$ cat config.mk
export PLATFORM = sky130hd
export DESIGN_NAME = id_ex_stage
export DESIGN_NICKNAME = d
export VERILOG_FILES = /design/src/rtl/id_ex_stage.sv
export SDC_FILE = /design/constraint.sdc
export NUM_CORES = 1
export LEC_CHECK = 0
export BUFFER_PORTS_ARGS = -buffer_cell sky130_fd_sc_hd__buf_4
export CELL_PAD_IN_SITES_DETAIL_PLACEMENT = 1
export CELL_PAD_IN_SITES_GLOBAL_PLACEMENT = 1
export CORE_ASPECT_RATIO = 1.4
export CORE_MARGIN = 2
export CORE_UTILIZATION = 37
export DETAILED_ROUTE_END_ITERATION = 10
export PLACE_DENSITY = 0.87
export SETUP_SLACK_MARGIN = 0.1
export SKIP_LAST_GASP = 1
export SLEW_MARGIN = 10
export SYNTH_ARGS = -nofsm -noshare
export SYNTH_HDL_FRONTEND = slang
export SYNTH_SLANG_ARGS = --single-unit
export TNS_END_PERCENT = 10
$ cat constraint.sdc
create_clock -name clk -period 3.9 [get_ports clk]
set_input_delay 0.39 -clock clk [delete_from_list [all_inputs] [get_ports clk]]
set_output_delay 0.39 -clock clk [all_outputs]
set_load 0.01 [all_outputs]
$ cat src/rtl/id_ex_stage.sv


module id_ex_stage #(
  parameter int AW = 5,
  parameter int DW = 32
) (
  input  logic          clk,
  input  logic          rst_n,
  input  logic          id_valid,
  input  logic [DW-1:0] id_pc,
  input  logic [AW-1:0] id_rs_addr,
  input  logic [AW-1:0] id_rt_addr,
  input  logic [DW-1:0] id_rs_data,
  input  logic [DW-1:0] id_rt_data,
  input  logic [DW-1:0] id_imm,
  input  logic [4:0]    id_sa,
  input  logic          id_a_sel,
  input  logic          id_b_sel,
  input  logic [3:0]    id_alu_oper,
  input  logic          id_alu_sign,
  input  logic          id_wb_en,
  input  logic [AW-1:0] id_wb_addr,
  input  logic          id_mem_ren,
  input  logic          id_mem_wen,
  input  logic          mem_wb_en,
  input  logic [AW-1:0] mem_wb_addr,
  input  logic [DW-1:0] mem_data,
  input  logic          wb_wb_en,
  input  logic [AW-1:0] wb_wb_addr,
  input  logic [DW-1:0] wb_data,
  input  logic          stall_in,
  input  logic          flush,
  output logic          id_stall,
  output logic          exe_valid,
  output logic [DW-1:0] exe_pc,
  output logic [DW-1:0] alu_a,
  output logic [DW-1:0] alu_b,
  output logic [3:0]    alu_oper,
  output logic          alu_sign,
  output logic [DW-1:0] exe_st_data,
  output logic          exe_wb_en,
  output logic [AW-1:0] exe_wb_addr,
  output logic          exe_mem_ren,
  output logic          exe_mem_wen
);

  typedef struct packed {
    logic          valid;
    logic [DW-1:0] pc;
    logic [AW-1:0] rs_addr;
    logic [AW-1:0] rt_addr;
    logic [DW-1:0] rs_data;
    logic [DW-1:0] rt_data;
    logic [DW-1:0] imm;
    logic [4:0]    sa;
    logic          a_sel;
    logic          b_sel;
    logic [3:0]    oper;
    logic          sign;
    logic          wb_en;
    logic [AW-1:0] wb_addr;
    logic          mem_ren;
    logic          mem_wen;
  } ex_reg_t;

  ex_reg_t       ex_q;
  ex_reg_t       id_fields;
  logic          load_use;
  logic          bubble;
  logic [DW-1:0] rs_fwd;
  logic [DW-1:0] rt_fwd;

  // The rt comparison is made even for immediate-form instructions; a spare stall is cheaper than decoding use.
  assign load_use = id_valid & ex_q.valid & ex_q.mem_ren & (ex_q.wb_addr != '0) &
                    ((ex_q.wb_addr == id_rs_addr) | (ex_q.wb_addr == id_rt_addr));
  assign id_stall = stall_in | load_use;
  assign bubble   = flush | load_use | ~id_valid;

  always_comb begin
    id_fields         = '0;
    id_fields.valid   = 1'b1;
    id_fields.pc      = id_pc;
    id_fields.rs_addr = id_rs_addr;
    id_fields.rt_addr = id_rt_addr;
    id_fields.rs_data = id_rs_data;
    id_fields.rt_data = id_rt_data;
    id_fields.imm     = id_imm;
    id_fields.sa      = id_sa;
    id_fields.a_sel   = id_a_sel;
    id_fields.b_sel   = id_b_sel;
    id_fields.oper    = id_alu_oper;
    id_fields.sign    = id_alu_sign;
    id_fields.wb_en   = id_wb_en;
    id_fields.wb_addr = id_wb_addr;
    id_fields.mem_ren = id_mem_ren;
    id_fields.mem_wen = id_mem_wen;
  end

  // NOTE: state is written with <= so every reader in the same edge sees the pre-edge value.
  always_ff @(posedge clk or negedge rst_n) begin
    if (!rst_n) begin
      ex_q <= '0;
    end else if (stall_in) begin
      ex_q <= ex_q;
    end else if (bubble) begin
      ex_q <= '0;
    end else begin
      ex_q <= id_fields;
    end
  end

  // MEM is younger than WB, so its result wins; $zero is never forwarded.
  function automatic logic [DW-1:0] forward(input logic [AW-1:0] r, input logic [DW-1:0] rf);
    if (r == '0)
      return '0;
    else if (mem_wb_en && (mem_wb_addr == r))
      return mem_data;
    else if (wb_wb_en && (wb_wb_addr == r))
      return wb_data;
    else
      return rf;
  endfunction

  assign rs_fwd = forward(ex_q.rs_addr, ex_q.rs_data);
  assign rt_fwd = forward(ex_q.rt_addr, ex_q.rt_data);

  assign alu_a       = !ex_q.valid ? '0 :
                       ex_q.a_sel  ? {{(DW-5){1'b0}}, ex_q.sa} : rs_fwd;
  assign alu_b       = !ex_q.valid ? '0 :
                       ex_q.b_sel  ? ex_q.imm : rt_fwd;
  assign alu_oper    = ex_q.valid ? ex_q.oper : 4'd0;
  assign alu_sign    = ex_q.sign;
  assign exe_st_data = ex_q.valid ? rt_fwd : '0;

  assign exe_valid   = ex_q.valid;
  assign exe_pc      = ex_q.pc;
  assign exe_wb_en   = ex_q.wb_en;
  assign exe_wb_addr = ex_q.wb_addr;
  assign exe_mem_ren = ex_q.mem_ren;
  assign exe_mem_wen = ex_q.mem_wen;

endmodule

==> results of run 1 <==
## through the flow
| step | hold WS, ps | instance area [um2] | std cells | util [%] | total power (uW) |
|---|---|---|---|---|---|
| final | 11.4 | 11700 | 1409 | 53.4 | 4240 |
| after global placement | 481 | 11100 | 1377 | 50.6 | 2490 |
| after global routing | 75.2 | 11700 | 1408 | 53.4 | 4420 |
| after floorplan | 94.4 | 8220 | 797 | - | 2120 |
| after detailed placement | 489 | 11100 | 1377 | 50.6 | 2520 |
| after CTS | 62.1 | 11700 | 1405 | 53.3 | 4270 |
## critical path, cell delays in order (launching register included)
cell      delay, ps
dfrtp_1         460
xnor2_1         180
nand3_1         110
or4_4           810
buf_4           310
mux2i_1         150
a211oi_1        330
buf_4           190
## worst max-delay path by stage
stage                              from         endpoint  slack, ps  depth (start not counted)
final                         ex_q[116]  exe_st_data[24]        520                          7
after global routing          ex_q[116]  exe_st_data[24]        410                          7
after CTS                     ex_q[116]  exe_st_data[24]        160                          7
after detailed placement  wb_wb_addr[3]  exe_st_data[24]        600                          8
after global placement    wb_wb_addr[0]  exe_st_data[20]        680                          8
after floorplan               ex_q[119]  exe_st_data[12]       1490                          7
## layout make-up
type | instances | area [um2]
Antenna cell | 4 | 10.0
Timing Repair Buffer | 398 | 3020
Tap cell | 297 | 372
Sequential cell | 159 | 3980
Inverter | 1 | 3.75
Fill cell | 2465 | 10200
Clock inverter | 7 | 138
Clock buffer | 21 | 460
Multi-Input combinational cell | 522 | 3690
## flip-flops by register name (all words and copies together) (netlist names)
register and cells:
exe_mem_ren 1, exe_pc 32, alu_sign 1, ex_q 117, exe_wb_en 1, exe_wb_addr 5
exe_mem_wen 1, exe_valid 1
## logic make-up (layout without fill, tap and decap cells)
family,Yosys count,in the layout,share of synthesized area (%)
AOI/OAI and AO/OA,324,324,30.4
DFF,159,159,48.4
and+or+nand+nor,141,141,7.41
buffers and inverters,116,427,7.31
xor gates and xnor gates,30,30,3.20
muxes,27,27,3.29
other,0,4,0
## power groups by stage
stage	logic [uW]	clock network (uW)	registers [uW]
3_5_place_dp	671	0	1840
6_report	673	1750	1820
2_1_floorplan	305	0	1820
5_1_grt	729	1860	1830
3_3_place_gp	653	0	1840
4_1_cts	676	1780	1820
## cells in the mapped netlist
master,count
o21ai_1,7
a221oi_2,3
a22o_1,158
nand2_1,65
a31oi_1,27
or4_1,3
mux2i_1,27
a21o_1,2
buf_6,1
xnor2_1,21
nor3b_1,1
nor2_1,37
nand4_1,1
and2_1,11
clkbuf_1,62
a221oi_1,7
dfrtp_1,159
o22ai_1,1
a21oi_1,2
and3_1,3
nor4_1,1
a32oi_1,27
o21ai_0,58
a211oi_1,27
o41ai_1,5
xor2_1,9
nand3_1,10
buf_4,37
buf_2,15
nor3_1,8
or2_1,1
inv_1,1
## per-layer routing
metal | vias to the layer above | part of all wire [%] | global-route usage [%]
met2 | 454 | 51 | 50.3
met3 | 94 | 7.8 | 7.42
met5 | - | 0 | 0
met4 | 0 | 4.9 | 15.0
met1 | 4087 | 36 | 32.5
li1 | 3593 | - | -
==> report_table.html, run 1 <==
<table>
<tr><th>Metric</th><th>Value</th></tr>
<tr><th colspan="2">Status</th></tr>
<tr><td>Result of the run</td><td>finished, final reports clean</td></tr>
<tr><th colspan="2">Yosys</th></tr>
<tr><td>Post-synthesis area per instance</td><td>10.3 um2</td></tr>
<tr><td>Top cells by area, synth</td><td>dfrtp_1 (48%), a22o_1 (17%), o21ai_0 (3.5%), buf_4 (3.4%), mux2i_1 (3.3%)</td></tr>
<tr><td>Post-Synthesis Net Count</td><td>~1000</td></tr>
<tr><td>Synthesized instance count</td><td>797</td></tr>
<tr><td>Share of synthesized area occupied by flip-flops and latches</td><td>48.4%</td></tr>
<tr><td>FF+latch count, synth</td><td>159</td></tr>
<tr><td>Synth top area share</td><td>48.4%</td></tr>
<tr><td>Cell Area, Synth</td><td>~8200 um2</td></tr>
<tr><td>Yosys warns</td><td>0</td></tr>
<tr><td>Number of distinct library cell variants in the gate-level netlist after synthesis</td><td>32</td></tr>
<tr><td>Cell taking the most area after synthesis</td><td>dfrtp_1</td></tr>
<tr><th colspan="2">Floorplanning</th></tr>
<tr><td>Die area</td><td>23400 um2</td></tr>
<tr><td>Number of top-level pins</td><td>382</td></tr>
<tr><td>Effective utilization at floorplan</td><td>between 30% and 40%</td></tr>
<tr><td>Die extent in y</td><td>180 um</td></tr>
<tr><td>Placement row count</td><td>64</td></tr>
<tr><td>Width of the chip</td><td>between 100 and 150 um</td></tr>
<tr><td>Total core area</td><td>21900 um2</td></tr>
<tr><th colspan="2">Clock tree</th></tr>
<tr><td>Register clock-pin slew on the reported worst setup and hold paths</td><td>60 ps</td></tr>
<tr><td># H-tree levels</td><td>4</td></tr>
<tr><td>CTS sink count</td><td>159</td></tr>
<tr><td>Clock latency reported for the late side of the worst-skew pair</td><td>420 ps</td></tr>
<tr><td>Root cell of the clock tree</td><td>clkbuf_16</td></tr>
<tr><td>Total of cells resized after clock tree synthesis</td><td>0</td></tr>
<tr><td>CTS tree</td><td>done</td></tr>
<tr><td>Number of buffers inserted during clock tree synthesis</td><td>17</td></tr>
<tr><td>CTS max path bufs</td><td>2</td></tr>
<tr><td>Setup bufs post-CTS</td><td>0</td></tr>
<tr><td>Hold buffer count at CTS</td><td>0</td></tr>
<tr><th colspan="2">Final layout</th></tr>
<tr><td>Highest-count cells in the layout ignoring fill and taps</td><td>buf_4 (395), dfrtp_1 (159), a22o_1 (158)</td></tr>
<tr><td>Final net count</td><td>around 1300</td></tr>
<tr><td>Most common cell after layout, fill and taps aside</td><td>buf_4</td></tr>
<tr><td>Proportion of layout cells with a drive suffix above 1</td><td>39.3%</td></tr>
<tr><td>Syn-to-layout area delta</td><td>41.9%</td></tr>
<tr><th colspan="2">Worst setup path</th></tr>
<tr><td>Endpoint of the worst register-to-register path</td><td>ex_q[55]</td></tr>
<tr><td>FF-to-FF path depth</td><td>5</td></tr>
<tr><td>Worst reg2reg setup slack</td><td>1370 ps</td></tr>
<tr><td>Max FO, Critical Path</td><td>25</td></tr>
<tr><td>Critical register-to-register path startpoint</td><td>exe_valid</td></tr>
<tr><td>CP endpoint kind</td><td>output port</td></tr>
<tr><td>Crit path DAT</td><td>roughly 3000 ps</td></tr>
<tr><td>Setup crit start kind</td><td>flip-flop</td></tr>
<tr><td>Worst Path Class, Setup</td><td>reg -&gt; out</td></tr>
<tr><td>WP data required</td><td>3510 ps</td></tr>
<tr><th colspan="2">GRT</th></tr>
<tr><td>Global-route wire length before repair</td><td>52100 um</td></tr>
<tr><td>Vias in the first global route</td><td>9130</td></tr>
<tr><td>Number of antenna violations at the first check in global routing</td><td>4</td></tr>
<tr><td>Largest net degree at the start of global routing</td><td>87</td></tr>
<tr><td>Total track usage</td><td>29.1%</td></tr>
<tr><td>Gr ovfl total</td><td>0</td></tr>
<tr><th colspan="2">STA</th></tr>
<tr><td>Final min period</td><td>about 3400 ps</td></tr>
<tr><td>Final Skew</td><td>about 12 ps</td></tr>
<tr><td>Final-report setup violation count</td><td>0</td></tr>
<tr><td>Fin. Hold Viols</td><td>0</td></tr>
<tr><td>Final slew viol count</td><td>0</td></tr>
<tr><td>Ratio of final minimum period to clock period</td><td>roughly 87%</td></tr>
<tr><td>Setup total negative slack</td><td>0 ps</td></tr>
<tr><td>Highest attainable clock frequency</td><td>296 MHz</td></tr>
<tr><td>Slack of the critical path</td><td>slightly above 500 ps</td></tr>
<tr><td>Max_slew headroom</td><td>39.9%</td></tr>
<tr><td>Unrepaired setup endpoints after global routing</td><td>false</td></tr>
<tr><td>Least-Margin Pin Slew</td><td>around 900 ps</td></tr>
<tr><th colspan="2">Placed design</th></tr>
<tr><td>Port bufs</td><td>381</td></tr>
<tr><td>Final weighted congestion of routability-driven global placement</td><td>a little over 0.9</td></tr>
<tr><td>Hpwl dp</td><td>23900 um</td></tr>
<tr><td>Worst setup timing slack at the placement stage</td><td>roughly 600 ps</td></tr>
<tr><th colspan="2">Drt</th></tr>
<tr><td>DRT iter0 DRCs</td><td>463</td></tr>
<tr><td>Router iterations before antenna repair</td><td>5</td></tr>
<tr><td>Antenna-violating nets left</td><td>0</td></tr>
<tr><td>Via-per-instance ratio</td><td>5.84</td></tr>
<tr><td>Per-cell routed wire length</td><td>24.2 um</td></tr>
<tr><td>Via total after detailed routing</td><td>between 8000 and 9000</td></tr>
<tr><td>WL final</td><td>approximately 34000 um</td></tr>
<tr><td>Post-route DRC</td><td>0</td></tr>
<tr><th colspan="2">Power</th></tr>
<tr><td>Switching power as a share of total power</td><td>25.1%</td></tr>
<tr><td>LEAKAGE</td><td>between 0.005 and 0.006 uW</td></tr>
<tr><td>Ratio of total power to cell area</td><td>363 nW/um2</td></tr>
<tr><td>Relative contribution of sequential cells to total power</td><td>42.9%</td></tr>
<tr><td>Net switching component of the power</td><td>1060 uW</td></tr>
<tr><td>IR Drop Worst-Case VDD</td><td>0.289 mV</td></tr>
<tr><td>Power share of the clock group</td><td>41.2%</td></tr>
<tr><td>Comb power frac</td><td>between 10% and 20%</td></tr>
<tr><td>Power Internal</td><td>3170 uW</td></tr>
<tr><th colspan="2">Min path</th></tr>
<tr><td>Kind of path behind the tightest hold check</td><td>in -&gt; async</td></tr>
<tr><th colspan="2">Flow run</th></tr>
<tr><td>Max-cap viol count</td><td>0</td></tr>
</table>
No activity file was read; power rests on OpenSTA's default activity.
==> run 2, diff against run 1 <==
--- a/config.mk
+++ b/config.mk
@@ -13,6 +13,7 @@
 export CORE_UTILIZATION = 37
 export DETAILED_ROUTE_END_ITERATION = 10
 export PLACE_DENSITY = 0.87
+export RECOVER_POWER = 25
 export SETUP_SLACK_MARGIN = 0.1
 export SKIP_LAST_GASP = 1
 export SLEW_MARGIN = 10
==> constraint.sdc (replaced) <==
create_clock -name clk -period 3.9 [get_ports clk]
set_input_delay 0.78 -clock clk [delete_from_list [all_inputs] [get_ports clk]]
set_output_delay 0.78 -clock clk [all_outputs]
set_load 0.01 [all_outputs]
==> report_table.html, run 2 (synthesis gave the netlist of run 1 again) <==
<table>
<tr><th>Metric</th><th>Value</th></tr>
<tr><th colspan="2">Floorplanning</th></tr>
<tr><td>Placement row count</td><td>64 (unchanged)</td></tr>
<tr><td>Width of the chip</td><td>130 um (unchanged)</td></tr>
<tr><td>Die area</td><td>23400 um2 (unchanged)</td></tr>
<tr><td>Effective utilization at floorplan</td><td>37.6% (unchanged)</td></tr>
<tr><td>Total core area</td><td>21900 um2 (unchanged)</td></tr>
<tr><td>Die extent in y</td><td>180 um (unchanged)</td></tr>
<tr><td>Number of top-level pins</td><td>382 (unchanged)</td></tr>
<tr><th colspan="2">Worst setup path</th></tr>
<tr><td>Worst path slowest cell</td><td>or4_2</td></tr>
<tr><td>Worst reg2reg setup slack</td><td>1560 ps (+190 ps)</td></tr>
<tr><td>Critical path, cell by cell</td><td>xnor2_1 &gt; nand3_1 &gt; or4_2 &gt; buf_12 &gt; a221oi_2 &gt; o41ai_1 &gt; buf_4</td></tr>
<tr><td>CP bufs+invs</td><td>2 (unchanged)</td></tr>
<tr><td>Worst Path Class, Setup</td><td>reg -&gt; out</td></tr>
<tr><td>Maximum cell stage delay along the critical path</td><td>700 ps (-110 ps)</td></tr>
<tr><td>Crit path max-delay family</td><td>simple AND/OR/NAND/NOR gates</td></tr>
<tr><td>CP endpoint kind</td><td>output port</td></tr>
<tr><td>Max FO, Critical Path</td><td>32 (+28%)</td></tr>
<tr><td>WP data required</td><td>3120 ps (-390 ps)</td></tr>
<tr><td>Critical register-to-register path startpoint</td><td>exe_wb_addr[0]</td></tr>
<tr><td>FF-to-FF path depth</td><td>6 (+1)</td></tr>
<tr><td>Crit path DAT</td><td>2890 ps (-100 ps)</td></tr>
<tr><td>Endpoint of the worst register-to-register path</td><td>ex_q[76]</td></tr>
<tr><td>Setup crit start kind</td><td>flip-flop</td></tr>
<tr><th colspan="2">STA</th></tr>
<tr><td>Final hold slack</td><td>504 ps (+493 ps)</td></tr>
<tr><td>Highest attainable clock frequency</td><td>273 MHz (-7.8%)</td></tr>
<tr><td>Fin. Hold Viols</td><td>0 (unchanged)</td></tr>
<tr><td>Unrepaired setup endpoints after global routing</td><td>true</td></tr>
<tr><td>Slack of the critical path</td><td>234 ps (-284 ps)</td></tr>
<tr><td>Final Skew</td><td>10.5 ps (-1.82 ps)</td></tr>
<tr><td>Ratio of final minimum period to clock period</td><td>94.0% (+7.3 points)</td></tr>
<tr><td>Final slew viol count</td><td>135 (+135)</td></tr>
<tr><td>Max_slew headroom</td><td>-20.9% (-61 points)</td></tr>
<tr><td>Least-Margin Pin Slew</td><td>1810 ps (+911 ps)</td></tr>
<tr><td>Final min period</td><td>3670 ps (+284 ps)</td></tr>
<tr><td>Setup total negative slack</td><td>0 ps (unchanged)</td></tr>
<tr><td>Final-report setup violation count</td><td>0 (unchanged)</td></tr>
<tr><th colspan="2">Final layout</th></tr>
<tr><td>Finished Core Util</td><td>53.7% (+0.32 points)</td></tr>
<tr><td>Final design area excluding fillers</td><td>11700 um2 (+0.60%)</td></tr>
<tr><td>Highest-count cells in the layout ignoring fill and taps</td><td>buf_4 (393), dfrtp_1 (159), a22o_1 (158)</td></tr>
<tr><td>Syn-to-layout area delta</td><td>42.8%</td></tr>
<tr><td>Most common cell after layout, fill and taps aside</td><td>buf_4</td></tr>
<tr><td>Register containing the most flip-flops in the final layout</td><td>ex_q</td></tr>
<tr><td>Final net count</td><td>1341 (+0.22%)</td></tr>
<tr><td>Number of filler instances in the final layout</td><td>2452 (-0.53%)</td></tr>
<tr><td>Proportion of layout cells with a drive suffix above 1</td><td>39.6% (+0.34 points)</td></tr>
<tr><td>Flip-flop count of the largest register after layout</td><td>117 (unchanged)</td></tr>
<tr><th colspan="2">Min path</th></tr>
<tr><td>Endpoint of the worst hold-timing path</td><td>ex_q[94]</td></tr>
<tr><td>Kind of path behind the tightest hold check</td><td>reg -&gt; reg</td></tr>
<tr><td>WHS Path Cells</td><td>1</td></tr>
<tr><td>Startpoint of the most critical hold path</td><td>ex_q[94]</td></tr>
<tr><th colspan="2">Status</th></tr>
<tr><td>Failing checks</td><td>max-capacitance violations, max-slew violations</td></tr>
<tr><td>Result of the run</td><td>finished, violations left</td></tr>
<tr><th colspan="2">Placed design</th></tr>
<tr><td>Final weighted congestion of routability-driven global placement</td><td>0.855 (-7.7%)</td></tr>
<tr><td>Hpwl dp</td><td>24100 um (+0.92%)</td></tr>
<tr><td>Worst setup timing slack at the placement stage</td><td>264 ps (-333 ps)</td></tr>
<tr><td>Port bufs</td><td>381 (unchanged)</td></tr>
<tr><td>DP Area</td><td>11100 um2 (+0.77%)</td></tr>
<tr><th colspan="2">Clock tree</th></tr>
<tr><td>Clock latency reported for the late side of the worst-skew pair</td><td>430 ps (about the same)</td></tr>
<tr><td>Number of buffers inserted during clock tree synthesis</td><td>17 (unchanged)</td></tr>
<tr><td>Root cell of the clock tree</td><td>clkbuf_16</td></tr>
<tr><td>CTS sink count</td><td>159 (unchanged)</td></tr>
<tr><td>CTS tree</td><td>done</td></tr>
<tr><td>CTS max path bufs</td><td>2 (unchanged)</td></tr>
<tr><td>Register clock-pin slew on the reported worst setup and hold paths</td><td>60 ps (about the same)</td></tr>
<tr><td>Hold buffer count at CTS</td><td>0 (unchanged)</td></tr>
<tr><td># H-tree levels</td><td>4 (unchanged)</td></tr>
<tr><th colspan="2">Power</th></tr>
<tr><td>Power Internal</td><td>3170 uW (about the same)</td></tr>
<tr><td>Relative contribution of sequential cells to total power</td><td>42.9% (about the same)</td></tr>
<tr><td>Switching power as a share of total power</td><td>25.3% (+0.16 points)</td></tr>
<tr><td>Net switching component of the power</td><td>1070 uW (+0.93%)</td></tr>
<tr><td>IR Drop Worst-Case VDD</td><td>0.259 mV (-10%)</td></tr>
<tr><td>LEAKAGE</td><td>0.00574 uW (+0.52%)</td></tr>
<tr><td>Comb power frac</td><td>15.9% (about the same)</td></tr>
<tr><td>Power share of the clock group</td><td>41.3% (about the same)</td></tr>
<tr><td>Ratio of total power to cell area</td><td>362 nW/um2 (-0.32%)</td></tr>
<tr><th colspan="2">Drt</th></tr>
<tr><td>Router iterations before antenna repair</td><td>8 (+3)</td></tr>
<tr><td>Antenna-violating nets left</td><td>0 (unchanged)</td></tr>
<tr><td>WL final</td><td>34100 um (about the same)</td></tr>
<tr><td>DRT iter0 DRCs</td><td>405 (-13%)</td></tr>
<tr><td>Via total after detailed routing</td><td>8213 (-0.18%)</td></tr>
<tr><td>Post-route DRC</td><td>0 (unchanged)</td></tr>
<tr><td>Via-per-instance ratio</td><td>5.82 (-0.32%)</td></tr>
<tr><td>Per-cell routed wire length</td><td>24.1 um (-0.17%)</td></tr>
<tr><th colspan="2">GRT</th></tr>
<tr><td>Number of antenna violations at the first check in global routing</td><td>4 (unchanged)</td></tr>
<tr><td>Global-route wire length before repair</td><td>51200 um (-1.8%)</td></tr>
<tr><td>Vias in the first global route</td><td>8837 (-3.2%)</td></tr>
<tr><td>Largest net degree at the start of global routing</td><td>95 (+9.2%)</td></tr>
<tr><td>Total track usage</td><td>28.8% (-0.33 points)</td></tr>
<tr><td>Gr ovfl total</td><td>0 (unchanged)</td></tr>
<tr><th colspan="2">Flow run</th></tr>
<tr><td>Max-cap viol count</td><td>2 (+2)</td></tr>
</table>
[run 2: final cells by class]
type	count	area, um2	area share [%]
Sequential cell	159	3980	33.9
Multi-Input combinational cell	522	3700	31.5
Timing Repair Buffer	401	3080	26.2
Clock buffer	21	460	3.92
Tap cell	297	372	3.17
Clock inverter	7	138	1.17
Antenna cell	3	7.51	0.0640
Inverter	1	3.75	0.0320
[run 2: repair_timing]
| action | CTS | global route |
|---|---|---|
| buffers inserted | 0 | 0 |
| resized for setup | 1 | 1 |
| endpoints found under the setup margin | 2 | 2 |
[run 2: routing by layer]
metal,up-vias,part of all wire (%),GRT usage [%],routed length [um]
met3,103,7.3,7.45,2490
met1,4096,36,31.7,12400
met2,399,51,50.0,17500
met4,2,4.9,15.0,1670
li1,3613,-,-,-
met5,-,0.047,0,16
[run 2: metrics by stage]
stage | total power [uW] | instances
2_1_floorplan | 2120 | 797
3_3_place_gp | 2500 | 1380
3_5_place_dp | 2520 | 1380
4_1_cts | 4290 | 1408
5_1_grt | 4400 | 1409
6_report | 4250 | 1411
[run 2: power by group through the flow]
stage,Combinational (uW),Clock [uW],Sequential (uW)
final,675,1750,1820
after global routing,727,1840,1830
after CTS,681,1790,1820
after detailed placement,675,0,1850
after global placement,654,0,1840
after floorplan,305,0,1820
[run 2: how the worst max path moves through the flow]
stage | slack (ps) | cells after the start | start | endpoint
finish | 230 | 7 | ex_q[116] | alu_b[1]
global route | 90 | 2 | rst_n | ex_q[53]
CTS | 160 | 7 | ex_q[116] | exe_st_data[9]
detailed placement | 260 | 8 | wb_wb_addr[3] | alu_b[1]
global placement | 320 | 8 | wb_wb_addr[0] | alu_b[1]
floorplan | 760 | 7 | wb_wb_addr[2] | exe_st_data[12]
==> run 3, diff against run 2 <==
--- a/config.mk
+++ b/config.mk
@@ -9,7 +9,7 @@
 export CELL_PAD_IN_SITES_DETAIL_PLACEMENT = 1
 export CELL_PAD_IN_SITES_GLOBAL_PLACEMENT = 1
 export CORE_ASPECT_RATIO = 1.4
-export CORE_MARGIN = 2
+export CORE_MARGIN = 4
 export CORE_UTILIZATION = 37
 export DETAILED_ROUTE_END_ITERATION = 10
 export PLACE_DENSITY = 0.87
==> constraint.sdc (replaced) <==
create_clock -name clk -period 3.9 [get_ports clk]
set_input_delay 0.78 -clock clk [delete_from_list [all_inputs] [get_ports clk]]
set_output_delay 0.78 -clock clk [all_outputs]
set_load 0.1 [all_outputs]
==> report_table.html, run 3 (synthesis gave the netlist of run 1 again) <==
<table>
<tr><th>Metric</th><th>Value</th></tr>
<tr><th colspan="2">Worst setup path</th></tr>
<tr><td>WP data required</td><td>3120 ps (about the same)</td></tr>
<tr><td>Crit path DAT</td><td>3010 ps (+120 ps)</td></tr>
<tr><td>Max FO, Critical Path</td><td>32 (unchanged)</td></tr>
<tr><td>FF-to-FF path depth</td><td>6 (unchanged)</td></tr>
<tr><td>Worst Path Class, Setup</td><td>reg -&gt; out</td></tr>
<tr><td>CP endpoint kind</td><td>output port</td></tr>
<tr><td>Critical register-to-register path startpoint</td><td>exe_wb_addr[4]</td></tr>
<tr><td>Endpoint of the worst register-to-register path</td><td>ex_q[86]</td></tr>
<tr><td>Worst reg2reg setup slack</td><td>1690 ps (+130 ps)</td></tr>
<tr><td>Setup crit start kind</td><td>flip-flop</td></tr>
<tr><th colspan="2">Power</th></tr>
<tr><td>IR Drop Worst-Case VDD</td><td>0.290 mV (+12%)</td></tr>
<tr><td>LEAKAGE</td><td>0.00578 uW (+0.61%)</td></tr>
<tr><td>Ratio of total power to cell area</td><td>379 nW/um2 (+4.8%)</td></tr>
<tr><th colspan="2">Floorplanning</th></tr>
<tr><td>Width of the chip</td><td>134 um (+3.1%)</td></tr>
<tr><td>Placement row count</td><td>64 (unchanged)</td></tr>
<tr><td>Total core area</td><td>21900 um2 (unchanged)</td></tr>
<tr><td>Die area</td><td>24700 um2 (+5.4%)</td></tr>
<tr><td>Die extent in y</td><td>184 um (+2.2%)</td></tr>
<tr><td>Effective utilization at floorplan</td><td>37.6% (unchanged)</td></tr>
<tr><td>Number of top-level pins</td><td>382 (unchanged)</td></tr>
<tr><th colspan="2">STA</th></tr>
<tr><td>Final min period</td><td>3790 ps (+123 ps)</td></tr>
<tr><td>Setup total negative slack</td><td>0 ps (unchanged)</td></tr>
<tr><td>Highest attainable clock frequency</td><td>264 MHz (-3.3%)</td></tr>
<tr><td>Least-Margin Pin Slew</td><td>2140 ps (+325 ps)</td></tr>
<tr><td>Max_slew headroom</td><td>-42.6% (-22 points)</td></tr>
<tr><td>Ratio of final minimum period to clock period</td><td>97.1% (+3.2 points)</td></tr>
<tr><td>Final hold slack</td><td>501 ps (-3.37 ps)</td></tr>
<tr><td>Fin. Hold Viols</td><td>0 (unchanged)</td></tr>
<tr><td>Slack of the critical path</td><td>111 ps (-123 ps)</td></tr>
<tr><td>Final Skew</td><td>10.6 ps (+0.0701 ps)</td></tr>
<tr><td>Unrepaired setup endpoints after global routing</td><td>true</td></tr>
<tr><td>Final slew viol count</td><td>83 (-39%)</td></tr>
<tr><td>Final-report setup violation count</td><td>0 (unchanged)</td></tr>
<tr><th colspan="2">Drt</th></tr>
<tr><td>Per-cell routed wire length</td><td>24.8 um (+2.6%)</td></tr>
<tr><td>WL final</td><td>35000 um (+2.8%)</td></tr>
<tr><td>Via total after detailed routing</td><td>8213 (unchanged)</td></tr>
<tr><td>Post-route DRC</td><td>0 (unchanged)</td></tr>
<tr><td>Router iterations before antenna repair</td><td>4 (-4)</td></tr>
<tr><td>Antenna-violating nets left</td><td>0 (unchanged)</td></tr>
<tr><td>Via-per-instance ratio</td><td>5.81 (-0.21%)</td></tr>
<tr><td>DRT iter0 DRCs</td><td>434 (+7.2%)</td></tr>
<tr><th colspan="2">Clock tree</th></tr>
<tr><td>Clock latency reported for the late side of the worst-skew pair</td><td>430 ps (about the same)</td></tr>
<tr><td>Register clock-pin slew on the reported worst setup and hold paths</td><td>60 ps (about the same)</td></tr>
<tr><td>CTS tree</td><td>done</td></tr>
<tr><td>Number of buffers inserted during clock tree synthesis</td><td>17 (unchanged)</td></tr>
<tr><td>Setup bufs post-CTS</td><td>0 (unchanged)</td></tr>
<tr><td>CTS sink count</td><td>159 (unchanged)</td></tr>
<tr><td>CTS max path bufs</td><td>2 (unchanged)</td></tr>
<tr><td># H-tree levels</td><td>4 (unchanged)</td></tr>
<tr><td>Root cell of the clock tree</td><td>clkbuf_16</td></tr>
<tr><td>Hold buffer count at CTS</td><td>0 (unchanged)</td></tr>
<tr><th colspan="2">Final layout</th></tr>
<tr><td>Register containing the most flip-flops in the final layout</td><td>ex_q</td></tr>
<tr><td>Flip-flop count of the largest register after layout</td><td>117 (unchanged)</td></tr>
<tr><td>Highest-count cells in the layout ignoring fill and taps</td><td>buf_4 (395), dfrtp_1 (159), a22o_1 (158)</td></tr>
<tr><td>Proportion of layout cells with a drive suffix above 1</td><td>42.7% (+3.1 points)</td></tr>
<tr><td>Most common cell after layout, fill and taps aside</td><td>buf_4</td></tr>
<tr><td>Syn-to-layout area delta</td><td>45.1%</td></tr>
<tr><td>Final net count</td><td>1341 (unchanged)</td></tr>
<tr><th colspan="2">Min path</th></tr>
<tr><td>Kind of path behind the tightest hold check</td><td>reg -&gt; reg</td></tr>
<tr><td>Startpoint of the most critical hold path</td><td>ex_q[95]</td></tr>
<tr><td>Endpoint of the worst hold-timing path</td><td>ex_q[95]</td></tr>
<tr><td>WHS Path Cells</td><td>1 (unchanged)</td></tr>
<tr><th colspan="2">Placed design</th></tr>
<tr><td>Port bufs</td><td>381 (unchanged)</td></tr>
<tr><td>Final weighted congestion of routability-driven global placement</td><td>0.878 (+2.7%)</td></tr>
<tr><td>Hpwl dp</td><td>25500 um (+5.8%)</td></tr>
<tr><td>Worst setup timing slack at the placement stage</td><td>111 ps (-153 ps)</td></tr>
<tr><th colspan="2">Flow run</th></tr>
<tr><td>Max-cap viol count</td><td>1 (-1)</td></tr>
<tr><th colspan="2">GRT</th></tr>
<tr><td>Number of antenna violations at the first check in global routing</td><td>3 (-1)</td></tr>
<tr><td>Largest net degree at the start of global routing</td><td>87 (-8.4%)</td></tr>
<tr><td>Vias in the first global route</td><td>8922 (+0.96%)</td></tr>
<tr><td>Total track usage</td><td>28.1% (-0.61 points)</td></tr>
<tr><td>Gr ovfl total</td><td>0 (unchanged)</td></tr>
<tr><td>Global-route wire length before repair</td><td>53300 um (+4.2%)</td></tr>
<tr><th colspan="2">Status</th></tr>
<tr><td>Result of the run</td><td>finished, violations left</td></tr>
<tr><td>Failing checks</td><td>max-capacitance violations, max-slew violations</td></tr>
</table>
[run 3: changes by cell type in the layout (fill, tap and decap cells not counted), moves of 3 or more]
cell	before	now
o21ai_0	58	37
o41ai_2	0	4
a211oi_1	26	0
o41ai_1	5	0
clkinv_2	2	5
o21ai_1	6	27
a211oi_4	0	4
a211oi_2	1	23
[run 3: area by class of cell]
type | count | area, um2
Inverter | 1 | 3.75
Tap cell | 297 | 372
Multi-Input combinational cell | 522 | 3920
Antenna cell | 2 | 5.00
Clock inverter | 11 | 140
Sequential cell | 159 | 3980
Clock buffer | 21 | 450
Fill cell | 2408 | 9940
Timing Repair Buffer | 401 | 3060
[run 3: stage by stage]
stage	area, um2	instances	total power [uW]	utilization [%]
final	11900	1414	4530	54.5
after global routing	11900	1414	4710	54.5
after CTS	11900	1412	4570	54.6
after detailed placement	11300	1380	2850	51.9
after global placement	11300	1380	2830	51.9
after floorplan	8440	797	2450	-
[run 3: per-layer routing]
metal,global-route usage [%],routed length (um),vias up
met1,30.9,12400,4120
met4,13.4,1450,2
met5,0,20,-
met2,50.3,18500,408
li1,-,-,3604
met3,7.62,2660,79
[run 3: power by group]
group | switching, uW | leakage (uW) | total [uW] | internal [uW]
combinational | 653 | 0.00334 | 1000 | 348
sequential | 80.1 | 0.00214 | 1820 | 1740
clock | 682 | 0.000291 | 1700 | 1020
total | 1410 | 0.00578 | 4530 | 3110
[run 3: worst max-delay path by stage]
stage | from | end | depth (start not counted)
floorplan | wb_wb_addr[2] | exe_st_data[1] | 5
finish | ex_q[119] | alu_b[15] | 7
global route | ex_q[119] | exe_st_data[22] | 7
global placement | wb_wb_addr[2] | alu_b[0] | 8
CTS | ex_q[119] | alu_b[1] | 7
detailed placement | wb_wb_addr[3] | alu_b[0] | 8
[run 3: worst max-delay path, cell delays in order, from the launching register on]
cell and delay (ps):
dfrtp_1 460, xnor2_1 210, nand3_1 120, or4_2 690, buf_12 200, mux2i_1 220, o21ai_1 270, buf_4 340
[run 3: repair_timing]
item / CTS / global route
resized for setup: 1 / 1
endpoints found under the setup margin: 4 / 18
pin swaps: 0 / 0
